**config.mk**
```make
export PLATFORM = sky130hd
export DESIGN_NAME = inference_scheduler
export DESIGN_NICKNAME = d
export VERILOG_FILES = /design/src/rtl/inference_scheduler.sv
export SDC_FILE = /design/constraint.sdc
export NUM_CORES = 1
export LEC_CHECK = 0
export ABC_CLOCK_PERIOD_IN_PS = 3420
export CAP_MARGIN = 20
export CORE_MARGIN = 2
export CORE_UTILIZATION = 52
export CTS_BUF_LIST = sky130_fd_sc_hd__clkbuf_8 sky130_fd_sc_hd__clkbuf_16
export DETAILED_ROUTE_END_ITERATION = 10
export PLACE_DENSITY = 0.85
export SLEW_MARGIN = 10
export SYNTH_ARGS = -nofsm -noshare
export SYNTH_HDL_FRONTEND = slang
export SYNTH_SLANG_ARGS = --single-unit
```
**constraint.sdc**
```tcl
create_clock -name clk -period 3.42 [get_ports clk]
set_clock_uncertainty 0.2 [all_clocks]
set_input_delay 0.684 -clock clk [delete_from_list [all_inputs] [get_ports clk]]
set_output_delay 0.684 -clock clk [all_outputs]
set_load 0.05 [all_outputs]
```
**src/rtl/inference_scheduler.sv**
```systemverilog
// Front-end scheduler: streams one image into the single-port image RAM, starts the
// inference engine, watches it with a watchdog and reports the predicted digit.
module inference_scheduler #(
  parameter int IMG_BYTES      = 784,
  parameter int ADDR_W         = 10,
  parameter int TIMEOUT_CYCLES = 2_000_000,
  parameter int CNT_W          = 24
) (
  input  logic              clk,
  input  logic              rst,
  input  logic              clear,
  input  logic              ld_valid,
  input  logic [7:0]        ld_data,
  output logic              ld_ready,
  output logic              img_ram_we,
  output logic [ADDR_W-1:0] img_ram_addr,
  output logic [7:0]        img_ram_wdata,
  input  logic [ADDR_W-1:0] eng_img_addr,
  output logic              inf_start,
  input  logic              inf_done,
  input  logic [3:0]        inf_digit,
  output logic              result_valid,
  output logic [3:0]        result_digit,
  output logic              timeout_err,
  output logic              busy,
  output logic [ADDR_W-1:0] bytes_loaded
);

  typedef enum logic [2:0] {
    ST_LOAD,
    ST_START,
    ST_RUN,
    ST_REPORT,
    ST_DRAIN
  } state_t;

  localparam logic [ADDR_W-1:0] LAST_ADDR = ADDR_W'(IMG_BYTES - 1);
  localparam logic [CNT_W-1:0]  WD_LIMIT  = CNT_W'(TIMEOUT_CYCLES - 1);

  state_t            r_state;
  logic [ADDR_W-1:0] r_bytes;
  logic [CNT_W-1:0]  r_wd;
  logic [3:0]        r_result_digit;
  logic              r_inf_start;
  logic              r_result_valid;
  logic              r_timeout_err;
  logic              r_busy;

  logic w_in_load;
  logic w_ready;
  logic w_accept;
  logic w_wd_expired;

  // A clear in LOAD blocks the same-cycle byte so the restart always begins at address 0.
  assign w_in_load    = (r_state == ST_LOAD);
  assign w_ready      = w_in_load & ~clear & ~rst;
  assign w_accept     = w_ready & ld_valid;
  assign w_wd_expired = (r_wd >= WD_LIMIT);

  assign ld_ready      = w_ready;
  assign img_ram_we    = w_accept;
  assign img_ram_addr  = w_in_load ? r_bytes : eng_img_addr;
  assign img_ram_wdata = ld_data;
  assign inf_start     = r_inf_start;
  assign result_valid  = r_result_valid;
  assign result_digit  = r_result_digit;
  assign timeout_err   = r_timeout_err;
  assign busy          = r_busy;
  assign bytes_loaded  = r_bytes;

  // NOTE: state and outputs use non-blocking assignments so every register samples
  // pre-edge values, independent of statement order inside this block.
  always_ff @(posedge clk or posedge rst) begin
    if (rst) begin
      r_state        <= ST_LOAD;
      r_bytes        <= '0;
      r_wd           <= '0;
      r_result_digit <= '0;
      r_inf_start    <= 1'b0;
      r_result_valid <= 1'b0;
      r_timeout_err  <= 1'b0;
      r_busy         <= 1'b0;
    end else begin
      r_inf_start    <= 1'b0;
      r_result_valid <= 1'b0;
      r_timeout_err  <= 1'b0;

      case (r_state)
        ST_LOAD: begin
          if (clear) begin
            r_bytes <= '0;
          end else if (w_accept) begin
            if (r_bytes == LAST_ADDR) begin
              r_bytes     <= '0;
              r_state     <= ST_START;
              r_inf_start <= 1'b1;
              r_busy      <= 1'b1;
            end else begin
              r_bytes <= r_bytes + 1'b1;
            end
          end
        end

        ST_START: begin
          r_wd    <= '0;
          r_state <= clear ? ST_DRAIN : ST_RUN;
        end

        ST_RUN: begin
          r_wd <= r_wd + 1'b1;
          if (clear) begin
            // An abort that coincides with completion has nothing left to drain.
            if (inf_done) begin
              r_state <= ST_LOAD;
              r_busy  <= 1'b0;
            end else begin
              r_state <= ST_DRAIN;
            end
          end else if (inf_done) begin
            r_result_digit <= inf_digit;
            r_result_valid <= 1'b1;
            r_state        <= ST_REPORT;
            r_busy         <= 1'b0;
          end else if (w_wd_expired) begin
            r_timeout_err <= 1'b1;
            r_state       <= ST_LOAD;
            r_busy        <= 1'b0;
          end
        end

        ST_DRAIN: begin
          r_wd <= r_wd + 1'b1;
          if (inf_done) begin
            r_state <= ST_LOAD;
            r_busy  <= 1'b0;
          end else if (w_wd_expired) begin
            r_timeout_err <= 1'b1;
            r_state       <= ST_LOAD;
            r_busy        <= 1'b0;
          end
        end

        ST_REPORT: begin
          r_state <= ST_LOAD;
        end

        default: begin
          r_state <= ST_LOAD;
          r_busy  <= 1'b0;
        end
      endcase
    end
  end

endmodule

```
==> results of run 1 <==
==> power by group through the flow <==
stage / Clock (mW) / Sequential [mW] / Combinational, mW
after floorplan: 0 / 0.682 / 0.136
after detailed placement: 0 / 0.623 / 0.284
final: 0.335 / 0.613 / 0.282
after global placement: 0 / 0.620 / 0.276
after CTS: 0.342 / 0.613 / 0.285
after global routing: 0.367 / 0.618 / 0.303
==> area by class of cell <==
type | instances | area, um2
Clock buffer | 5 | 68.8
Fill cell | 352 | 1620
Tap cell | 54 | 67.6
Timing Repair Buffer | 52 | 505
Multi-Input combinational cell | 198 | 1230
Inverter | 6 | 22.5
Sequential cell | 45 | 1130
Clock inverter | 3 | 21.3
==> metrics by stage <==
step                      util (%)  cell area (um2)
after floorplan                  -             2480
after global placement        63.3             2950
after detailed placement      63.3             2950
after CTS                     65.2             3040
after global routing          65.2             3040
final                         65.2             3040
==> worst paths after layout <==
kind                                   end       startpoint  slack [ns]
min in group asynchronous             busy              rst        0.66
setup / recovery           img_ram_addr[4]       r_state[1]        0.24
hold reg to reg            result_digit[1]  result_digit[1]        0.29
setup reg to reg                  r_wd[21]          r_wd[3]        1.23
max in group asynchronous        inf_start              rst        1.98
hold / removal             result_digit[1]  result_digit[1]        0.29
==> cell families (layout without fill, tap and decap cells) <==
family	after synthesis	after routing	synth area share, %
compound gates	60	60	16.1
flops	45	45	45.3
buf+inv	24	66	5.19
xor+xnor	6	6	2.42
mux	13	13	5.79
simple gates	117	117	24.1
fa+ha+maj	2	2	1.01
==> routing by layer <==
metal  share of wire, %  vias up  global-route usage, %
met5                  0        -                      0
met1                 44     1039                   30.1
met2                 48       75                   34.2
li1                   -     1044                      -
met3                6.7        6                   5.11
met4               0.79        0                   7.20
==> sequential cells by signal, summed over array words and instances (netlist names) <==
| signal | cells |
|---|---|
| bytes_loaded | 10 |
| timeout_err | 1 |
| r_state | 3 |
| r_wd | 24 |
| inf_start | 1 |
| result_digit | 4 |
| busy | 1 |
| result_valid | 1 |
==> synthesized netlist by cell type, types with 2 or more instances <==
library cell | number | area, um2
a31oi_1 | 2 | 12.5
nand3_1 | 19 | 95.1
xor2_1 | 2 | 17.5
nand2_1 | 37 | 139
dfrtp_1 | 45 | 1130
nand4_1 | 7 | 43.8
xnor2_1 | 3 | 26.3
o21ai_0 | 23 | 115
ha_1 | 2 | 25.0
mux2_2 | 11 | 124
a21oi_1 | 3 | 15.0
nor2_1 | 20 | 75.1
and2_1 | 3 | 18.8
o31ai_1 | 11 | 82.6
nor2b_1 | 3 | 18.8
inv_1 | 6 | 22.5
clkbuf_1 | 7 | 26.3
nor3_1 | 6 | 30.0
and3_1 | 8 | 50.1
nand2b_1 | 2 | 12.5
mux2i_1 | 2 | 20.0
o211ai_1 | 9 | 67.6
buf_4 | 10 | 75.1
==> worst reg2reg max path, stage by stage, from the launching register on <==
cell and delay, ns:
dfrtp_1 0.44, nand3_1 0.15, nor3_1 0.64, nand3_2 0.28
o211ai_1 0.26, o31ai_1 0.10
==> out/results.env, run 1 <==
DRT_WL_TOTAL_UM=5300
DRTITER0DRC=177
MIN_PATH_CELLS=2
AVGSYNTHCELLAREA_UM2=9.30
SLEW_HEADROOM_PCT=49.5
TIMING_WORST_SETUP_PATH_TYPE='reg2out'
DETAILEDPLACE.WORSTSLACK_NS=0.459
DIEHEIGHT_UM=73.1
ASYNC_SET_OR_RESET_REGISTER_RATIO_AFTER_SYNTHESIS_PCT=100
POWER.DENSITY_nW_PER_UM2=404
ANTENNA_FOUND_INITIAL=0
CELLS_TRAVERSED_ALONG_THE_WORST_TIMING_PATH='nor3_2 > buf_4 > mux2_2 > clkdlybuf4s50_1'
CP_TOP_FAMILY='buffers and inverters'
DRV.MAX_CAP_VIOLATION_COUNT=0
WIRE_LENGTH_OF_THE_FIRST_GLOBAL_ROUTING_PASS_UM=9270
SHARE_SEQ_OF_TOTAL_POWER_PCT=49.8
VIAS=2164
REQUIRED_NS=2.54
FIN_NETS=337
LAYOUT_SETUP_WS_NS=0.240
INITIAL_STANDARD_CELL_UTILIZATION_OF_THE_CORE_PCT=53.3
REPORT.FINAL.HOLD_VIOL_COUNT=0
ACHIEVABLE-FREQUENCY_MHz=314
POWER.STATIC_LEAKAGE_nW=1.31
CRITICAL_PATH_PEAK_FANOUT=13
CRITPATHMAXSTAGEDELAY_NS=0.70
STD_CELL_ROWS=25
WORST_R2R_PATH_DEPTH=5
SYNTH-SEQ-AREA-SHARE_PCT=45.3
ROOT_BUFFER='clkbuf_8'
WHS_NS=0.287
POWER.INTERNAL_mW=0.818
GRT_SETUP_UNREPAIRED='no'
FINAL_PERIOD_UTIL_PCT=93.0
COREAREA_UM2=4660
DRTPASS1ITERATIONS=4
COUNT_OF_ENDPOINTS_FAILING_SETUP_IN_THE_FINAL_REPORT=0
SYNTH-EDFF-COUNT=0
LAYOUT.CELLS.MOST_COMMON_LIST='clkdlybuf4s50_1, dfrtp_1, nand2_1'
NETLIST_INSTANCES=267
FINAL_CELLS=363
POWER.SHARE.SWITCHING_PCT=33.4
ANTENNA_CELLS_INSERTED=0
PLACED_CELL_COUNT=355
GLOBALROUTETOTALUTIL_PCT=21.9
GLOBAL_ROUTE.OVERFLOW_TOTAL=0
TRITONCTS_CLOCK_TREE='done'
TOTALNEGATIVESETUPSLACK_NS=0
VIASPERCELL=5.96
CLKPWRFRAC_PCT=27.2
END_KIND='output port'
CTS_SETUP_BUFFERS=0
CRITICAL_PATH.STARTPOINT_TYPE='flop'
CRITICAL-PATH-SLOWEST-CELL='clkdlybuf4s50_1'
VIA_COUNT_OF_THE_FIRST_GLOBAL_ROUTING_PASS=2045
CLOCK-SINKS=45
GRT_START_MAX_NET_PINS=46
YS_SEQ_ELEMENTS=45
HOLD_CLASS='reg2reg'
SYNTH_FLOP_CELL='dfrtp_1'
IO_PINS=65
DRC=0
SYNTH.YOSYS.WARNINGS=0
WL_PER_CELL_UM=14.6
AREA.GROWTH.SYNTH_TO_FINAL_PCT=22.4
POSTCTSHOLDBUFS=0
NUMBER_OF_BUFFERS_CREATED_BY_CTS=5
PERIOD_NEEDED_NS=3.18
POWER.IR.VDD_WORST_uV=331
MAX_SLEW.WORST_PIN.SLEW_NS=0.752
STATUS='complete, no violations'
GP_ROUTABILITY_CONGESTION=0.839
CLK_PIN_SLEW_NS=0.09
CP.ARRIVAL_NS=2.30
CLOCK_TREE.BUFFER_DEPTH=2
COMB_POWER_SHARE_PCT=22.9
NUMPORTBUFFERS=48
HTREEDEPTH=2
FINAL-MAX-SLEW-VIOLATION-COUNT=0
POWER.NET_SWITCHING_mW=0.411
LAYOUT_COMMONEST_CELL='clkdlybuf4s50_1'
POSTCTSRESIZEDCELLS=0
CRIT_CELLS=4
NUMBER_OF_DISTINCT_LIBRARY_CELLS_AFTER_SYNTHESIS=49
FRACTION_OF_LAYOUT_INSTANCES_USING_A_DRIVE_STRENGTH_ABOVE_1_PCT=10.4
DIE_WIDTH_UM=73.1
CLK-INSERTION-DELAY-LATE_NS=0.30
CP.BUFFERS_INVERTERS=2
POST-LAYOUT-TOTAL-POWER_mW=1.23
SYNTH_FP_NETS=296
PLACE.DETAILED.HPWL_UM=3770
NETLIST_AREA_UM2=2480
FINAL_ANTENNA_VIOLATING_NET_COUNT=0
FLOORPLAN_DIE_AREA_UM2=5350
Note: power is estimated with default switching activity, not from simulation.
==> inputs of run 2 (changes only) <==
--- a/config.mk
+++ b/config.mk
@@ -8,10 +8,10 @@
 export ABC_CLOCK_PERIOD_IN_PS = 3420
 export CAP_MARGIN = 20
 export CORE_MARGIN = 2
-export CORE_UTILIZATION = 52
+export CORE_UTILIZATION = 50
 export CTS_BUF_LIST = sky130_fd_sc_hd__clkbuf_8 sky130_fd_sc_hd__clkbuf_16
 export DETAILED_ROUTE_END_ITERATION = 10
-export PLACE_DENSITY = 0.85
+export PLACE_DENSITY = 0.82
 export SLEW_MARGIN = 10
 export SYNTH_ARGS = -nofsm -noshare
 export SYNTH_HDL_FRONTEND = slang
==> out/results.env, run 2 (same netlist as run 1, synthesis figures left out) <==
COMB_POWER_SHARE_PCT=21.5  # was 22.9%
NUMPORTBUFFERS=48  # unchanged
ENDPOINT='img_ram_addr[5]'  # was img_ram_addr[4]
NUMBER_OF_BUFFERS_CREATED_BY_CTS=5  # unchanged
COREAREA_UM2=4750  # was 4660 um2
POWER.NET_SWITCHING_mW=0.410  # was 0.411 mW
SHARE_SEQ_OF_TOTAL_POWER_PCT=47.0  # was 49.8%
CLK-INSERTION-DELAY-LATE_NS=0.30  # about the same
POWER.STATIC_LEAKAGE_nW=1.32  # was 1.31 nW
MIN_PATH_CELLS=2  # unchanged
POSTCTSHOLDBUFS=0  # unchanged
FINAL-SEQ-AREA_UM2=1130  # unchanged
POWER.DENSITY_nW_PER_UM2=422  # was 404 nW/um2
GRT_START_MAX_NET_PINS=46  # unchanged
GLOBALROUTETOTALUTIL_PCT=20.9  # was 21.9%
DIEHEIGHT_UM=74.5  # was 73.1 um
DPL-INSTANCE-AREA_UM2=2970  # was 2950 um2
HTREEDEPTH=2  # unchanged
VIAS=2146  # was 2164
LAYOUT.CELLS.MOST_COMMON_LIST='clkdlybuf4s50_1, dfrtp_1, nand2_1'  # unchanged
DRTITER0DRC=186  # was 177
CP.ARRIVAL_NS=2.29  # was 2.30 ns
R2R_SLACK_NS=1.19  # was 1.23 ns
REGTOREGENDPOINT='r_wd[23]'  # was r_wd[21]
CRITPATHMAXSTAGEDELAY_NS=0.70  # about the same
CRIT_CELLS=4  # unchanged
SETUP.WORST_PATH.START='r_state[1]'  # unchanged
FIN_NETS=337  # unchanged
DRV.MAX_CAP_VIOLATION_COUNT=0  # unchanged
ANTENNA_FOUND_INITIAL=0  # unchanged
REPORT.FINAL.HOLD_VIOL_COUNT=0  # unchanged
VIA_COUNT_OF_THE_FIRST_GLOBAL_ROUTING_PASS=2079  # was 2045
SLEW_HEADROOM_PCT=50.9  # was 49.5%
TOTALNEGATIVESETUPSLACK_NS=0  # unchanged
POWER.INTERNAL_mW=0.891  # was 0.818 mW
FINAL_ANTENNA_VIOLATING_NET_COUNT=0  # unchanged
DRTPASS1ITERATIONS=4  # unchanged
CP_TOP_FAMILY='buffers and inverters'  # unchanged
ACHIEVABLE-FREQUENCY_MHz=315  # was 314 MHz
DIE_WIDTH_UM=74.5  # was 73.1 um
CRITICAL-PATH-SLOWEST-CELL='clkdlybuf4s50_1'  # unchanged
STD_CELL_ROWS=25  # unchanged
CRITICAL_PATH.STARTPOINT_TYPE='flop'  # unchanged
GLOBAL_ROUTE.OVERFLOW_TOTAL=0  # unchanged
AREA.GROWTH.SYNTH_TO_FINAL_PCT=24.1  # was 22.4%
LARGEST_REGISTER_FF_COUNT=24  # unchanged
POWER.IR.VDD_WORST_uV=268  # was 331 uV
CLKPWRFRAC_PCT=31.5  # was 27.2%
CELLS_TRAVERSED_ALONG_THE_WORST_TIMING_PATH='nor3_2 > buf_4 > mux2_2 > clkdlybuf4s50_1'  # unchanged
PLACE.DETAILED.HPWL_UM=3760  # was 3770 um
CRITICAL_PATH.REG2REG.STARTPOINT='r_state[2]'  # was r_wd[3]
WORST_R2R_PATH_DEPTH=5  # unchanged
PERIOD_NEEDED_NS=3.18  # about the same
REGMOSTFLOPS='r_wd'  # unchanged
PLACED_CELL_COUNT=368  # was 355
INITIAL_STANDARD_CELL_UTILIZATION_OF_THE_CORE_PCT=52.2  # was 53.3%
ROOT_BUFFER='clkbuf_8'  # unchanged
GP_ROUTABILITY_CONGESTION=0.877  # was 0.839
FINAL_CELL_AREA_UM2=3080  # was 3040 um2
CTS_SETUP_BUFFERS=0  # unchanged
POWER.SHARE.SWITCHING_PCT=31.5  # was 33.4%
IO_PINS=65  # unchanged
REQUIRED_NS=2.54  # about the same
CLK_PIN_SLEW_NS=0.09  # about the same
LAYOUT_COMMONEST_CELL='clkdlybuf4s50_1'  # unchanged
MAX_SLEW.WORST_PIN.SLEW_NS=0.730  # was 0.752 ns
FLOORPLAN_DIE_AREA_UM2=5550  # was 5350 um2
POSTCTSRESIZEDCELLS=0  # unchanged
CRITICAL_PATH_PEAK_FANOUT=13  # unchanged
END_KIND='output port'  # unchanged
TRITONCTS_CLOCK_TREE='done'  # unchanged
MULTI_INPUT_COMB_AREA_UM2=1230  # unchanged
CLOCK-SINKS=45  # unchanged
FINAL_CELLS=376  # was 363
FILLER_CELLS=380  # was 352
FINAL_PERIOD_UTIL_PCT=92.9  # was 93.0%
STATUS='complete, no violations'  # unchanged
FRACTION_OF_LAYOUT_INSTANCES_USING_A_DRIVE_STRENGTH_ABOVE_1_PCT=10.4  # unchanged
TIMING_WORST_SETUP_PATH_TYPE='reg2out'  # unchanged
CLOCK_TREE.BUFFER_DEPTH=2  # unchanged
WIRE_LENGTH_OF_THE_FIRST_GLOBAL_ROUTING_PASS_UM=9060  # was 9270 um
ANTENNA_CELLS_INSERTED=0  # unchanged
FINAL-MAX-SLEW-VIOLATION-COUNT=0  # unchanged
GRT_SETUP_UNREPAIRED='no'  # unchanged
HOLD_CLASS='reg2reg'  # unchanged
DRT_WL_TOTAL_UM=5390  # was 5300 um
COUNT_OF_ENDPOINTS_FAILING_SETUP_IN_THE_FINAL_REPORT=0  # unchanged
DRC=0  # unchanged
CP.BUFFERS_INVERTERS=2  # unchanged
WL_PER_CELL_UM=14.3  # was 14.6 um
VIASPERCELL=5.71  # was 5.96
## run 2: changes by cell type in the layout (fill, tap and decap cells not counted)
| cell | previous run | this run |
|---|---|---|
| clkinv_2 | 1 | 0 |
| bufinv_16 | 0 | 1 |
| clkinv_4 | 0 | 1 |
| inv_6 | 1 | 0 |
## run 2: how the worst min path moves through the flow
stage | start | end | slack, ns
floorplan | r_wd[23] | r_wd[23] | 0.25
global placement | result_digit[2] | result_digit[2] | 0.26
detailed placement | result_digit[1] | result_digit[1] | 0.26
CTS | result_digit[2] | result_digit[2] | 0.29
global route | result_digit[2] | result_digit[2] | 0.31
finish | result_digit[2] | result_digit[2] | 0.29
## run 2: area by class of cell
class	count	area share, %
Multi-Input combinational cell	198	39.9
Sequential cell	45	36.5
Timing Repair Buffer	52	16.4
Tap cell	67	2.72
Clock buffer	5	2.23
Clock inverter	3	1.50
Inverter	6	0.731
## run 2: power by group through the flow
stage	logic [mW]	registers, mW	clock network [mW]
final	0.280	0.612	0.409
after global routing	0.303	0.619	0.441
after detailed placement	0.281	0.622	0
after global placement	0.276	0.620	0
after floorplan	0.136	0.682	0
after CTS	0.283	0.612	0.423
## run 2: layer usage
layer / part of all wire [%] / GRT usage, % / vias up
met5: 0 / 0 / -
met4: 1.1 / 6.55 / 0
met3: 5.1 / 4.47 / 4
met2: 48 / 35.2 / 67
met1: 46 / 27.1 / 1025
li1: - / - / 1050
## run 2: metrics by stage
step | util [%] | worst slack (ns) | hold slack [ns] | power [mW]
4_1_cts | 64.8 | 0.216 | 0.291 | 1.32
6_report | 64.8 | 0.244 | 0.286 | 1.30
3_3_place_gp | 62.4 | 0.477 | 0.258 | 0.897
2_1_floorplan | - | 0.283 | 0.253 | 0.818
3_5_place_dp | 62.4 | 0.452 | 0.261 | 0.903
5_1_grt | 64.8 | 0.124 | 0.311 | 1.36
## run 2: worst min-delay path, cell delays in order (launching register included)
cell and delay [ns]:
dfrtp_1 0.35, nand2_1 0.05, nand2_1 0.05
